## src/rtl/ucsbece154b_line_fill.sv

```systemverilog
// rtl/ucsbece154b_line_fill.sv - miss-path line fill: pops refill beats, assembles the line critical-word-first
module ucsbece154b_line_fill #(
  parameter int DATA_WIDTH  = 32,
  parameter int BLOCK_WORDS = 4,
  localparam int OFFSET_W   = $clog2(BLOCK_WORDS)
) (
  input  logic                              clk_i,
  input  logic                              rst_ni,
  input  logic                              flush_i,
  input  logic                              req_valid_i,
  output logic                              req_ready_o,
  input  logic [OFFSET_W-1:0]               req_offset_i,
  input  logic [DATA_WIDTH-1:0]             fifo_data_i,
  input  logic                              fifo_valid_i,
  output logic                              fifo_pop_o,
  output logic                              crit_valid_o,
  output logic [DATA_WIDTH-1:0]             crit_data_o,
  output logic                              line_valid_o,
  output logic [DATA_WIDTH*BLOCK_WORDS-1:0] line_data_o,
  output logic                              busy_o
);

  typedef enum logic [1:0] {IDLE, FILL, DONE} state_t;

  localparam logic [OFFSET_W:0] BLOCK_CNT = (OFFSET_W+1)'(BLOCK_WORDS);
  localparam logic [OFFSET_W:0] LAST_CNT  = (OFFSET_W+1)'(BLOCK_WORDS-1);

  state_t                                   state_q;
  logic [OFFSET_W-1:0]                      offset_q;
  logic [OFFSET_W:0]                        pop_cnt_q;
  logic [OFFSET_W:0]                        rcv_cnt_q;
  logic                                     pop_q;
  logic                                     crit_valid_q;
  logic [DATA_WIDTH-1:0]                    crit_data_q;
  logic                                     line_valid_q;
  logic [BLOCK_WORDS-1:0][DATA_WIDTH-1:0]   line_q;
  logic [OFFSET_W-1:0]                      wr_idx;

  assign busy_o       = (state_q != IDLE);
  assign req_ready_o  = (state_q == IDLE) && !flush_i;
  assign fifo_pop_o   = (state_q == FILL) && fifo_valid_i && (pop_cnt_q < BLOCK_CNT) && !flush_i;
  assign crit_valid_o = crit_valid_q;
  assign crit_data_o  = crit_data_q;
  assign line_valid_o = line_valid_q;
  assign line_data_o  = line_q;

  // Offset wraps naturally at OFFSET_W bits, giving critical-word-first placement.
  assign wr_idx = offset_q + rcv_cnt_q[OFFSET_W-1:0];

  always_ff @(posedge clk_i or negedge rst_ni) begin
    if (!rst_ni) begin
      state_q      <= IDLE;
      offset_q     <= '0;
      pop_cnt_q    <= '0;
      rcv_cnt_q    <= '0;
      pop_q        <= 1'b0;
      crit_valid_q <= 1'b0;
      crit_data_q  <= '0;
      line_valid_q <= 1'b0;
      line_q       <= '0;
    end else begin
      pop_q        <= fifo_pop_o;
      crit_valid_q <= 1'b0;
      line_valid_q <= 1'b0;
      case (state_q)
        IDLE: begin
          if (req_valid_i && req_ready_o) begin
            offset_q  <= req_offset_i;
            pop_cnt_q <= '0;
            rcv_cnt_q <= '0;
            state_q   <= FILL;
          end
        end
        FILL: begin
          if (flush_i) begin
            state_q <= IDLE;
          end else begin
            if (fifo_pop_o) pop_cnt_q <= pop_cnt_q + 1'b1;
            // fifo_data_i is only meaningful the cycle after a pop.
            if (pop_q) begin
              line_q[wr_idx] <= fifo_data_i;
              rcv_cnt_q      <= rcv_cnt_q + 1'b1;
              if (rcv_cnt_q == '0) begin
                crit_data_q  <= fifo_data_i;
                crit_valid_q <= 1'b1;
              end
              if (rcv_cnt_q == LAST_CNT) begin
                state_q      <= DONE;
                line_valid_q <= 1'b1;
              end
            end
          end
        end
        DONE: begin
          state_q <= IDLE;
        end
        default: state_q <= IDLE;
      endcase
    end
  end

endmodule

```

## config.mk

```make
export PLATFORM = sky130hd
export DESIGN_NAME = ucsbece154b_line_fill
export DESIGN_NICKNAME = d
export VERILOG_FILES = /design/src/rtl/ucsbece154b_line_fill.sv
export SDC_FILE = /design/constraint.sdc
export NUM_CORES = 1
export LEC_CHECK = 0
export CAP_MARGIN = 20
export CORE_ASPECT_RATIO = 1.1
export CORE_MARGIN = 3
export CORE_UTILIZATION = 47
export CTS_CLUSTER_SIZE = 25
export DETAILED_ROUTE_END_ITERATION = 10
export GPL_ROUTABILITY_DRIVEN = 0
export MAX_ROUTING_LAYER = met4
export PLACE_DENSITY = 0.87
export REMOVE_ABC_BUFFERS = 1
export SLEW_MARGIN = 20
export SYNTH_ARGS = -nofsm -noshare
export SYNTH_HDL_FRONTEND = slang
export SYNTH_SLANG_ARGS = --single-unit
```

## constraint.sdc

```tcl
create_clock -name clk_i -period 2.5 [get_ports clk_i]
set_clock_uncertainty 0.05 [all_clocks]
set_input_delay 0.5 -clock clk_i [delete_from_list [all_inputs] [get_ports clk_i]]
set_output_delay 0.5 -clock clk_i [all_outputs]
set_load 0.01 [all_outputs]
```

==> results of run 1 <==
## through the flow
step / setup slack, ns / setup TNS [ns] / power, mW / util / hold WS (ns)
2_1_floorplan: -0.186 / -5.88 / 4.62 / - / 0.154
6_report: 0.198 / 0 / 8.62 / 0.709 / 0.00622
5_1_grt: 0.104 / 0 / 9.02 / 0.709 / 0.0279
3_5_place_dp: -0.101 / -1.75 / 6.16 / 0.667 / 0.429
3_3_place_gp: -0.0205 / -0.395 / 6.04 / 0.667 / 0.417
4_1_cts: 0.213 / 0 / 8.71 / 0.709 / 0.0110
## cell usage in the layout (no fill, tap or decap), drive strengths merged, types with 5 or more instances in the layout
master	instances
buf	16
clkbuf	26
clkdlybuf4s50	200
dfrtp	173
ha	5
inv	5
mux2	164
nor3	5
## power by group through the flow
stage / Sequential, mW / Clock (mW) / Combinational, mW
2_1_floorplan: 3.99 / 0 / 0.629
3_3_place_gp: 3.74 / 0 / 2.30
3_5_place_dp: 3.79 / 0 / 2.38
4_1_cts: 3.74 / 2.58 / 2.39
5_1_grt: 3.81 / 2.71 / 2.50
6_report: 3.74 / 2.53 / 2.35
## cell usage after synthesis, types with 2 or more instances
cell	n
buf_2	7
nor2_1	3
mux2_1	11
mux2_2	153
buf_4	6
ha_1	5
and2_1	3
nand2_1	2
buf_6	3
nand2b_1	2
nand3_1	2
mux2i_1	3
o2bb2ai_1	3
a31oi_1	2
nor3_1	3
dfrtp_1	173
inv_1	5
## cell type report
| cell class | count | area [um^2] |
|---|---|---|
| tap | 184 | 230 |
| clock inverter | 6 | 85.1 |
| fill | 944 | 3950 |
| inverter | 5 | 18.8 |
| multi-input combinational | 204 | 2210 |
| sequential | 173 | 4330 |
| clock buffer | 26 | 479 |
| timing repair buffer | 218 | 2240 |
## routing by layer
layer / GRT usage / part of all wire / vias up
met5: - / 0 / -
met4: 0.0802 / 0.016 / 0
met3: 0.0654 / 0.066 / 20
met2: 0.374 / 0.53 / 153
met1: 0.244 / 0.39 / 2144
li1: - / - / 1870
## sequential cells by signal, summed over array words and instances (netlist names)
register	cells
crit_data_o	32
crit_valid_o	1
line_data_o	128
line_valid_o	1
offset_q	2
pop_cnt_q	3
pop_q	1
rcv_cnt_q	3
state_q	2
## repair_timing
| action | 4_1_cts | 5_1_grt |
|---|---|---|
| resized for setup | 2 | 0 |
| endpoints found under the setup margin | 2 | 0 |
| hold buffers | 0 | 0 |
## logic make-up after synthesis
group,Yosys count,share of synthesized area
muxes,167,0.282
adders and majority gates,5,0.00940
AOI/OAI and AO/OA,7,0.00771
and+or+nand+nor,23,0.0237
buffers and inverters,21,0.0199
xor gates and xnor gates,2,0.00695
DFF,173,0.650
## path summary, 6_finish.rpt
| kind | from | endpoint | slack (ns) | cells past startpoint |
|---|---|---|---|---|
| min in group clk_i | line_data_o[94]$_DFFE_PN0P_ | line_data_o[94]$_DFFE_PN0P_ | 0.44 | 1 |
| min reg2reg | line_data_o[94]$_DFFE_PN0P_ | line_data_o[94]$_DFFE_PN0P_ | 0.44 | 1 |
| max | flush_i | fifo_pop_o | 0.20 | 5 |
| min | rst_ni | line_data_o[118]$_DFFE_PN0P_ | 0.006 | 1 |
| max reg2reg | state_q[1]$_DFFE_PN0P_ | line_data_o[15]$_DFFE_PN0P_ | 0.57 | 4 |
| max in group asynchronous | rst_ni | line_data_o[92]$_DFFE_PN0P_ | 1.67 | 2 |
==> metrics.md, run 1 <==
| Metric | Value |
|---|---|
| Outcome | complete, no violations |
| Area of the mapped netlist | 6660 um^2 |
| Most common flop cell mapped by yosys | dfrtp_1 |
| Max stage delay cell, worst path | clkdlybuf4s50_1 |
| Nets@finish | 663 |
| N_diodes | 0 |
| WP data required | 1.95 ns |
| Worst Tran Pin Value | 0.572 ns |
| CP max stage delay | 0.46 ns |
| Initial antenna violation count | 0 |
| Slew Limit Fails | 0 |
| Die Wd | 119 um |
| Via count | 4,187 |
| Switching power share of the total | 0.260 |
| Crit-path cells | clkdlybuf4s50_1 > nor2_1 > nand2_1 > nor3_1 > dlygate4sd2_1 |
| Comb power frac | 0.273 |
| Die Y | 131 um |
| RSZ-0062 raised after global routing | no |
| Global-route wire length before repair | 25.5 mm |
| Fin. Hold Viols | 0 |
| H-Tree Depth | 4 |
| Clock tree buffer depth | 2 |
| Post-route cell area | 9600 um^2 |
| All-Layer GR Usage | 0.218 |
| Pin count of the biggest net entering global routing | 58 |
| Layout cells sized above 1 | 0.318 |
| Fin cells | 816 |
| Number of global-route vias before repair | 4,741 |
| 1st-pass router iterations | 5 |
| Starting Density | 0.492 |
| CP top delay family | buffers and inverters |
| Slew headroom | 0.618 |
| Cell count after synthesis | 398 |
| Die area | 15,600 um^2 |
| Post-CTS Setup Inserts | 0 |
| Avg WL per Cell | 19.5 um |
| Worst Path Arrival | 1.75 ns |
| Max frequency | 434 MHz |
| Core Footprint | 13,500 um^2 |
| Critical path buffer and inverter count | 2 |
| CTS tree | done |
| DRT iter0 DRCs | 248 |
| Site row count | 44 |
| Fin crit period | 2.30 ns |
| Crit path max fanout | 3 |
| Clock sinks | 173 |
| Endpoints failing setup | 0 |
| Synth area leaders | dfrtp_1 (65%), mux2_2 (26%), mux2_1 (1.9%), ha_1 (0.94%), buf_4 (0.68%) |
| Nature of the critical path endpoint | output pin |
| Placed cells | 784 |
| Area delta synth->final | 44.2% |
| Grt total ovfl | 0 |
| Register area share after synthesis | 0.650 |
| Sequential share of power | 0.434 |
| Root Buffer | clkbuf_16 |
| Pwr Density | 898 nW/um^2 |
| TritonCTS Buffers | 17 |
| Max VDD drop | 0.531 mV |
| Clk_lat worst skew | 0.41 ns |
| Port buffer count | 203 |
| Clk slew on worst S/H paths | 0.06 ns |
| Synth warn | 0 |
| Dominant cell type by area after synthesis | dfrtp_1 |
| Maxcap violations | 0 |
| HPWL after detailed placement | 11.4 mm |
| ANT nets after route | 0 |
| Yosys reg bits | 173 |
| Critical path launch point type | input pin |
| Leakage | 4.52 nW |
| Mean Syn Cell Area | 16.7 um^2 |
| Critical path type | input pin to output pin |
| Via/cell ratio | 5.13 |
| Routed WL | 15.9 mm |
| I/O pin count | 204 |
| Post-placement cell area | 9030 um^2 |
| DR DRC count | 0 |
| Post-synth EDFFs | 0 |
| Fraction of registers with async set/reset | 1.00 |
| Int Power | 6.38 mW |
| Power share of the clock group | 0.293 |
| Worst hold path class | input pin to async pin |
| Yosys top cell area share | 0.650 |
| Net switching power | 2.24 mW |
| Synth cell types | 29 |
| Crit share post-route | 0.921 |
Note: power is estimated with default switching activity, not from simulation.
==> run 2: changes to the inputs <==
--- a/config.mk
+++ b/config.mk
@@ -13,7 +13,7 @@
 export DETAILED_ROUTE_END_ITERATION = 10
 export GPL_ROUTABILITY_DRIVEN = 0
 export MAX_ROUTING_LAYER = met4
-export PLACE_DENSITY = 0.87
+export PLACE_DENSITY = 0.76
 export REMOVE_ABC_BUFFERS = 1
 export SLEW_MARGIN = 20
 export SYNTH_ARGS = -nofsm -noshare
==> run 2 against run 1 <==
  * Power decreased by 0.62%
  * Worst setup slack worse by 0.12 ns
  * Critical path type unchanged
  * Design area barely moved
  * Final cell count grew 0.86%
  * Largest cell class unchanged
  * Register-to-register slack is essentially flat
==> metrics.md, run 2 (same netlist as run 1, synthesis figures left out) <==
| Metric | Value |
|---|---|
| Outcome | complete, no violations |
| PnR worst setup slack | 0.0811 ns |
| Slew Limit Fails | 0 |
| Clock tree buffer depth | 2 |
| Placed cells | 791 |
| Nets@finish | 670 |
| Starting Density | 0.492 |
| I/O pin count | 204 |
| Area occupied by multi-input gates | 2210 um^2 |
| Crit path max fanout | 5 |
| Setup WS pre-CTS | 0.00640 ns |
| Layout cells sized above 1 | 0.333 |
| Max stage delay cell, worst path | clkdlybuf4s50_1 |
| Nature of the critical path endpoint | output pin |
| Commonest non-fill, non-tap cells in the layout | clkdlybuf4s50_1 (201), dfrtp_1 (172), mux2_2 (153) |
| Worst Tran Pin Value | 0.604 ns |
| Grt total ovfl | 0 |
| TritonCTS Buffers | 17 |
| Leakage | 4.53 nW |
| CP max stage delay | 0.57 ns |
| Worst hold path class | input pin to async pin |
| HPWL after detailed placement | 11.8 mm |
| Crit share post-route | 0.968 |
| Area delta synth->final | 44.1% |
| Max reg flops | 128 |
| Port buffer count | 203 |
| Routed WL | 16.2 mm |
| CP top delay family | buffers and inverters |
| Maxcap violations | 0 |
| Number of global-route vias before repair | 4,581 |
| Root Buffer | clkbuf_16 |
| Filler instances | 985 |
| DRT iter0 DRCs | 235 |
| Pwr Density | 893 nW/um^2 |
| Fin crit period | 2.42 ns |
| RSZ-0062 raised after global routing | no |
| 1st-pass router iterations | 4 |
| Critical path type | input pin to output pin |
| Die Wd | 119 um |
| Critical path launch point type | input pin |
| Initial antenna violation count | 0 |
| Global-route wire length before repair | 25.5 mm |
| Endpoints failing setup | 0 |
| Site row count | 44 |
| Clk slew on worst S/H paths | 0.06 ns |
| Reg area | 4330 um^2 |
| Die area | 15,600 um^2 |
| Fin. Hold Viols | 0 |
| Via/cell ratio | 5.06 |
| Die Y | 131 um |
| Clock sinks | 173 |
| H-Tree Depth | 4 |
| CTS tree | done |
| DR DRC count | 0 |
| Slew headroom | 0.597 |
| Setup TNS | 0 ns |
| Critical path buffer and inverter count | 3 |
| N_diodes | 0 |
| Via count | 4,165 |
| Pin count of the biggest net entering global routing | 65 |
| All-Layer GR Usage | 0.219 |
| Max VDD drop | 0.554 mV |
| Worst Path Arrival | 1.87 ns |
| Final Core Density | 0.708 |
| Commonest non-fill, non-tap cell in the layout | clkdlybuf4s50_1 |
| Clk_lat worst skew | 0.41 ns |
| CP most frequent cell | clkdlybuf4s50_1 |
| WP data required | 1.95 ns |
| ANT nets after route | 0 |
| Crit-path cells | clkdlybuf4s50_1 > buf_4 > nor3_1 > clkdlybuf4s50_1 |
| Max frequency | 413 MHz |
| Post-CTS Setup Inserts | 0 |
| Fin cells | 823 |
| Core Footprint | 13,500 um^2 |
| Avg WL per Cell | 19.6 um |
-- run 2: cell types whose count changed in the layout (fill, tap and decap cells not counted), sizes merged --
cell and delta:
dlygate4sd2 -1, bufinv -1, clkinv +2, buf +7, clkbuf -3, clkinvlp +2
clkdlybuf4s50 +1
-- run 2: metrics by stage --
step                      instance area, um^2  power [mW]  hold slack (ns)
after floorplan                          6540        4.62            0.154
final                                    9590        8.56           0.0260
after global placement                   9020        6.07            0.419
after global routing                     9590        8.97           0.0635
after detailed placement                 9020        6.16            0.431
after CTS                                9590        8.66           0.0379
-- run 2: path summary, 6_finish.rpt --
| check | startpoint | end | slack [ns] | depth (start not counted) |
|---|---|---|---|---|
| worst max-delay path | flush_i | req_ready_o | 0.08 | 4 |
| worst min-delay path | rst_ni | line_data_o[89]$_DFFE_PN0P_ | 0.03 | 1 |
| worst max register to register | state_q[1]$_DFFE_PN0P_ | line_data_o[75]$_DFFE_PN0P_ | 0.57 | 4 |
| worst min register to register | line_data_o[62]$_DFFE_PN0P_ | line_data_o[62]$_DFFE_PN0P_ | 0.44 | 1 |
| max in group asynchronous | rst_ni | line_data_o[51]$_DFFE_PN0P_ | 1.67 | 2 |
| min in group clk_i | line_data_o[62]$_DFFE_PN0P_ | line_data_o[62]$_DFFE_PN0P_ | 0.44 | 1 |
-- run 2: what timing repair did --
item / 4_1_cts / 5_1_grt
resized for setup: 2 / 0
setup endpoints to repair: 1 / 0
hold buffers: 0 / 0
-- run 2: final cells by class --
| type | count | area share |
|---|---|---|
| Sequential cell | 173 | 0.452 |
| Timing Repair Buffer | 225 | 0.233 |
| Clock buffer | 23 | 0.0498 |
| Tap cell | 184 | 0.0240 |
| Inverter | 5 | 0.00196 |
| Clock inverter | 9 | 0.00913 |
| Multi-Input combinational cell | 204 | 0.231 |
-- run 2: per-layer routing --
layer  up-vias  wire (um)  part of all wire  global-route usage
met1      2129       6520              0.40               0.256
li1       1874          -                 -                   -
met3        19       1030             0.064              0.0633
met2       143       8360              0.52               0.371
met5         -          0                 0                   -
met4         0        244             0.015              0.0708
-- run 2: power by group --
group | total, mW | internal [mW] | switching, mW
registers | 3.73 | 3.39 | 0.341
logic | 2.35 | 1.47 | 0.883
clock network | 2.48 | 1.45 | 1.03
total | 8.56 | 6.31 | 2.26
-- run 2: worst register-to-register path, stage by stage (launching register included) --
cell,delay (ns)
dfrtp_1,0.48
nand4bb_1,0.37
nor3_4,0.26
buf_4,0.28
mux2_2,0.37
==> run 3: changes to the inputs <==
--- a/config.mk
+++ b/config.mk
@@ -12,6 +12,7 @@
 export CTS_CLUSTER_SIZE = 25
 export DETAILED_ROUTE_END_ITERATION = 10
 export GPL_ROUTABILITY_DRIVEN = 0
+export HOLD_SLACK_MARGIN = 0.12
 export MAX_ROUTING_LAYER = met4
 export PLACE_DENSITY = 0.76
 export REMOVE_ABC_BUFFERS = 1
==> run 3 against run 2 <==
  * Sequential share of layout area about the same
  * Flip-flop and latch count is the same
  * Critical path depth unchanged
  * Power hardly changed
  * Via count barely moved
  * Worst setup slack barely moved
  * Design area is 0.10% higher
==> metrics.md, run 3 (same netlist as run 1, synthesis figures left out) <==
| Metric | Value |
|---|---|
| Crit share post-route | 0.967 |
| Worst r2r src | state_q[1]$_DFFE_PN0P_ |
| Endpoints failing setup | 0 |
| Fin. Hold Viols | 0 |
| Critical path type | input pin to output pin |
| Die Y | 131 um |
| Crit path max fanout | 5 |
| Core Footprint | 13,500 um^2 |
| Die area | 15,600 um^2 |
| Pwr Density | 892 nW/um^2 |
| TritonCTS Buffers | 17 |
| WP data required | 1.95 ns |
| CTS tree | done |
| Leakage | 4.53 nW |
| Via count | 4,164 |
| ANT nets after route | 0 |
| Worst hold path class | flop to flop |
| I/O pin count | 204 |
| Avg WL per Cell | 19.6 um |
| All-Layer GR Usage | 0.219 |
| HPWL after detailed placement | 11.8 mm |
| Area occupied by multi-input gates | 2210 um^2 |
| Reg2Reg Setup Slack | 0.56 ns |
| Hold depth | 1 |
| Setup TNS | 0 ns |
| FF-to-FF path depth | 4 |
| 1st-pass router iterations | 4 |
| Clock sinks | 173 |
| Nature of the critical path endpoint | output pin |
| Starting Density | 0.492 |
| DR DRC count | 0 |
| Maxcap violations | 0 |
| Initial antenna violation count | 0 |
| Nets@finish | 671 |
| Fin crit period | 2.42 ns |
| Post-CTS Setup Inserts | 0 |
| Final Core Density | 0.709 |
| Layout cells sized above 1 | 0.333 |
| Max VDD drop | 0.554 mV |
| Worst Path Arrival | 1.87 ns |
| Global-route wire length before repair | 25.5 mm |
| Max frequency | 413 MHz |
| Clk slew on worst S/H paths | 0.06 ns |
| Via/cell ratio | 5.05 |
| Routed WL | 16.2 mm |
| Outcome | complete, no violations |
| Placed cells | 791 |
| Commonest non-fill, non-tap cells in the layout | clkdlybuf4s50_1 (201), dfrtp_1 (172), mux2_2 (153) |
| Clk_lat worst skew | 0.41 ns |
| Pin count of the biggest net entering global routing | 65 |
| Critical R2R Capture | line_data_o[75]$_DFFE_PN0P_ |
| CP startpoint | flush_i |
| Site row count | 44 |
| Fin cells | 824 |
| Die Wd | 119 um |
| Area delta synth->final | 44.2% |
| Slew Limit Fails | 0 |
| RSZ-0062 raised after global routing | no |
| H-Tree Depth | 4 |
| Critical path launch point type | input pin |
| Max reg flops | 128 |
| Commonest non-fill, non-tap cell in the layout | clkdlybuf4s50_1 |
| Number of global-route vias before repair | 4,590 |
| Worst Tran Pin Value | 0.604 ns |
| Reg area | 4330 um^2 |
| Slew headroom | 0.597 |
| Crit path to | req_ready_o |
| Grt total ovfl | 0 |
| Power after layout | 8.56 mW |
| N_diodes | 0 |
| Root Buffer | clkbuf_16 |
| Filler instances | 984 |
| Clock tree buffer depth | 2 |
| Port buffer count | 203 |
| DRT iter0 DRCs | 196 |
## run 3: changes by cell type in the layout (fill, tap and decap cells not counted), sizes merged
cell and delta:
dlygate4sd3 +1
## run 3: how the worst min path moves through the flow
stage | start | end | slack [ns]
global route | line_data_o[107]$_DFFE_PN0P_ | line_data_o[107]$_DFFE_PN0P_ | 0.46
detailed placement | line_data_o[62]$_DFFE_PN0P_ | line_data_o[62]$_DFFE_PN0P_ | 0.43
floorplan | rst_ni | crit_data_o[0]$_DFFE_PN0P_ | 0.15
finish | line_data_o[62]$_DFFE_PN0P_ | line_data_o[62]$_DFFE_PN0P_ | 0.44
CTS | line_data_o[62]$_DFFE_PN0P_ | line_data_o[62]$_DFFE_PN0P_ | 0.44
global placement | line_data_o[94]$_DFFE_PN0P_ | line_data_o[94]$_DFFE_PN0P_ | 0.42
## run 3: layout make-up
cell class	count	area share
Clock buffer	23	0.0498
Timing Repair Buffer	226	0.234
Sequential cell	173	0.451
Multi-Input combinational cell	204	0.230
Inverter	5	0.00195
Clock inverter	9	0.00912
Tap cell	184	0.0240
## run 3: power by group
group	internal, mW	leakage, nW	switching [mW]
logic	1.47	1.92	0.884
clock network	1.45	0.265	1.03
registers	3.39	2.35	0.341
## run 3: worst max-delay path, cell delays in order
cell             delay [ns]
clkdlybuf4s50_1        0.42
buf_4                  0.16
nor3_1                 0.21
clkdlybuf4s50_1        0.57
## run 3: stage by stage
| stage | area, um^2 | hold slack, ns | setup WS [ns] |
|---|---|---|---|
| 3_3_place_gp | 9020 | 0.419 | 0.0512 |
| 5_1_grt | 9600 | 0.461 | 0.0247 |
| 6_report | 9600 | 0.435 | 0.0813 |
| 4_1_cts | 9600 | 0.444 | 0.0760 |
| 2_1_floorplan | 6540 | 0.154 | -0.186 |
| 3_5_place_dp | 9020 | 0.431 | 0.00640 |
## run 3: metal layers
metal	vias to the layer above	global-route usage	wire length (um)
li1	1875	-	-
met1	2135	0.256	6530
met2	135	0.371	8420
met3	19	0.0628	987
met4	0	0.0708	243
met5	-	-	0
## run 3: what timing repair did
action,CTS,global route
endpoints found under the hold margin,60,0
gates resized for setup,2,0
setup endpoints to repair,1,0
hold buffers,1,0
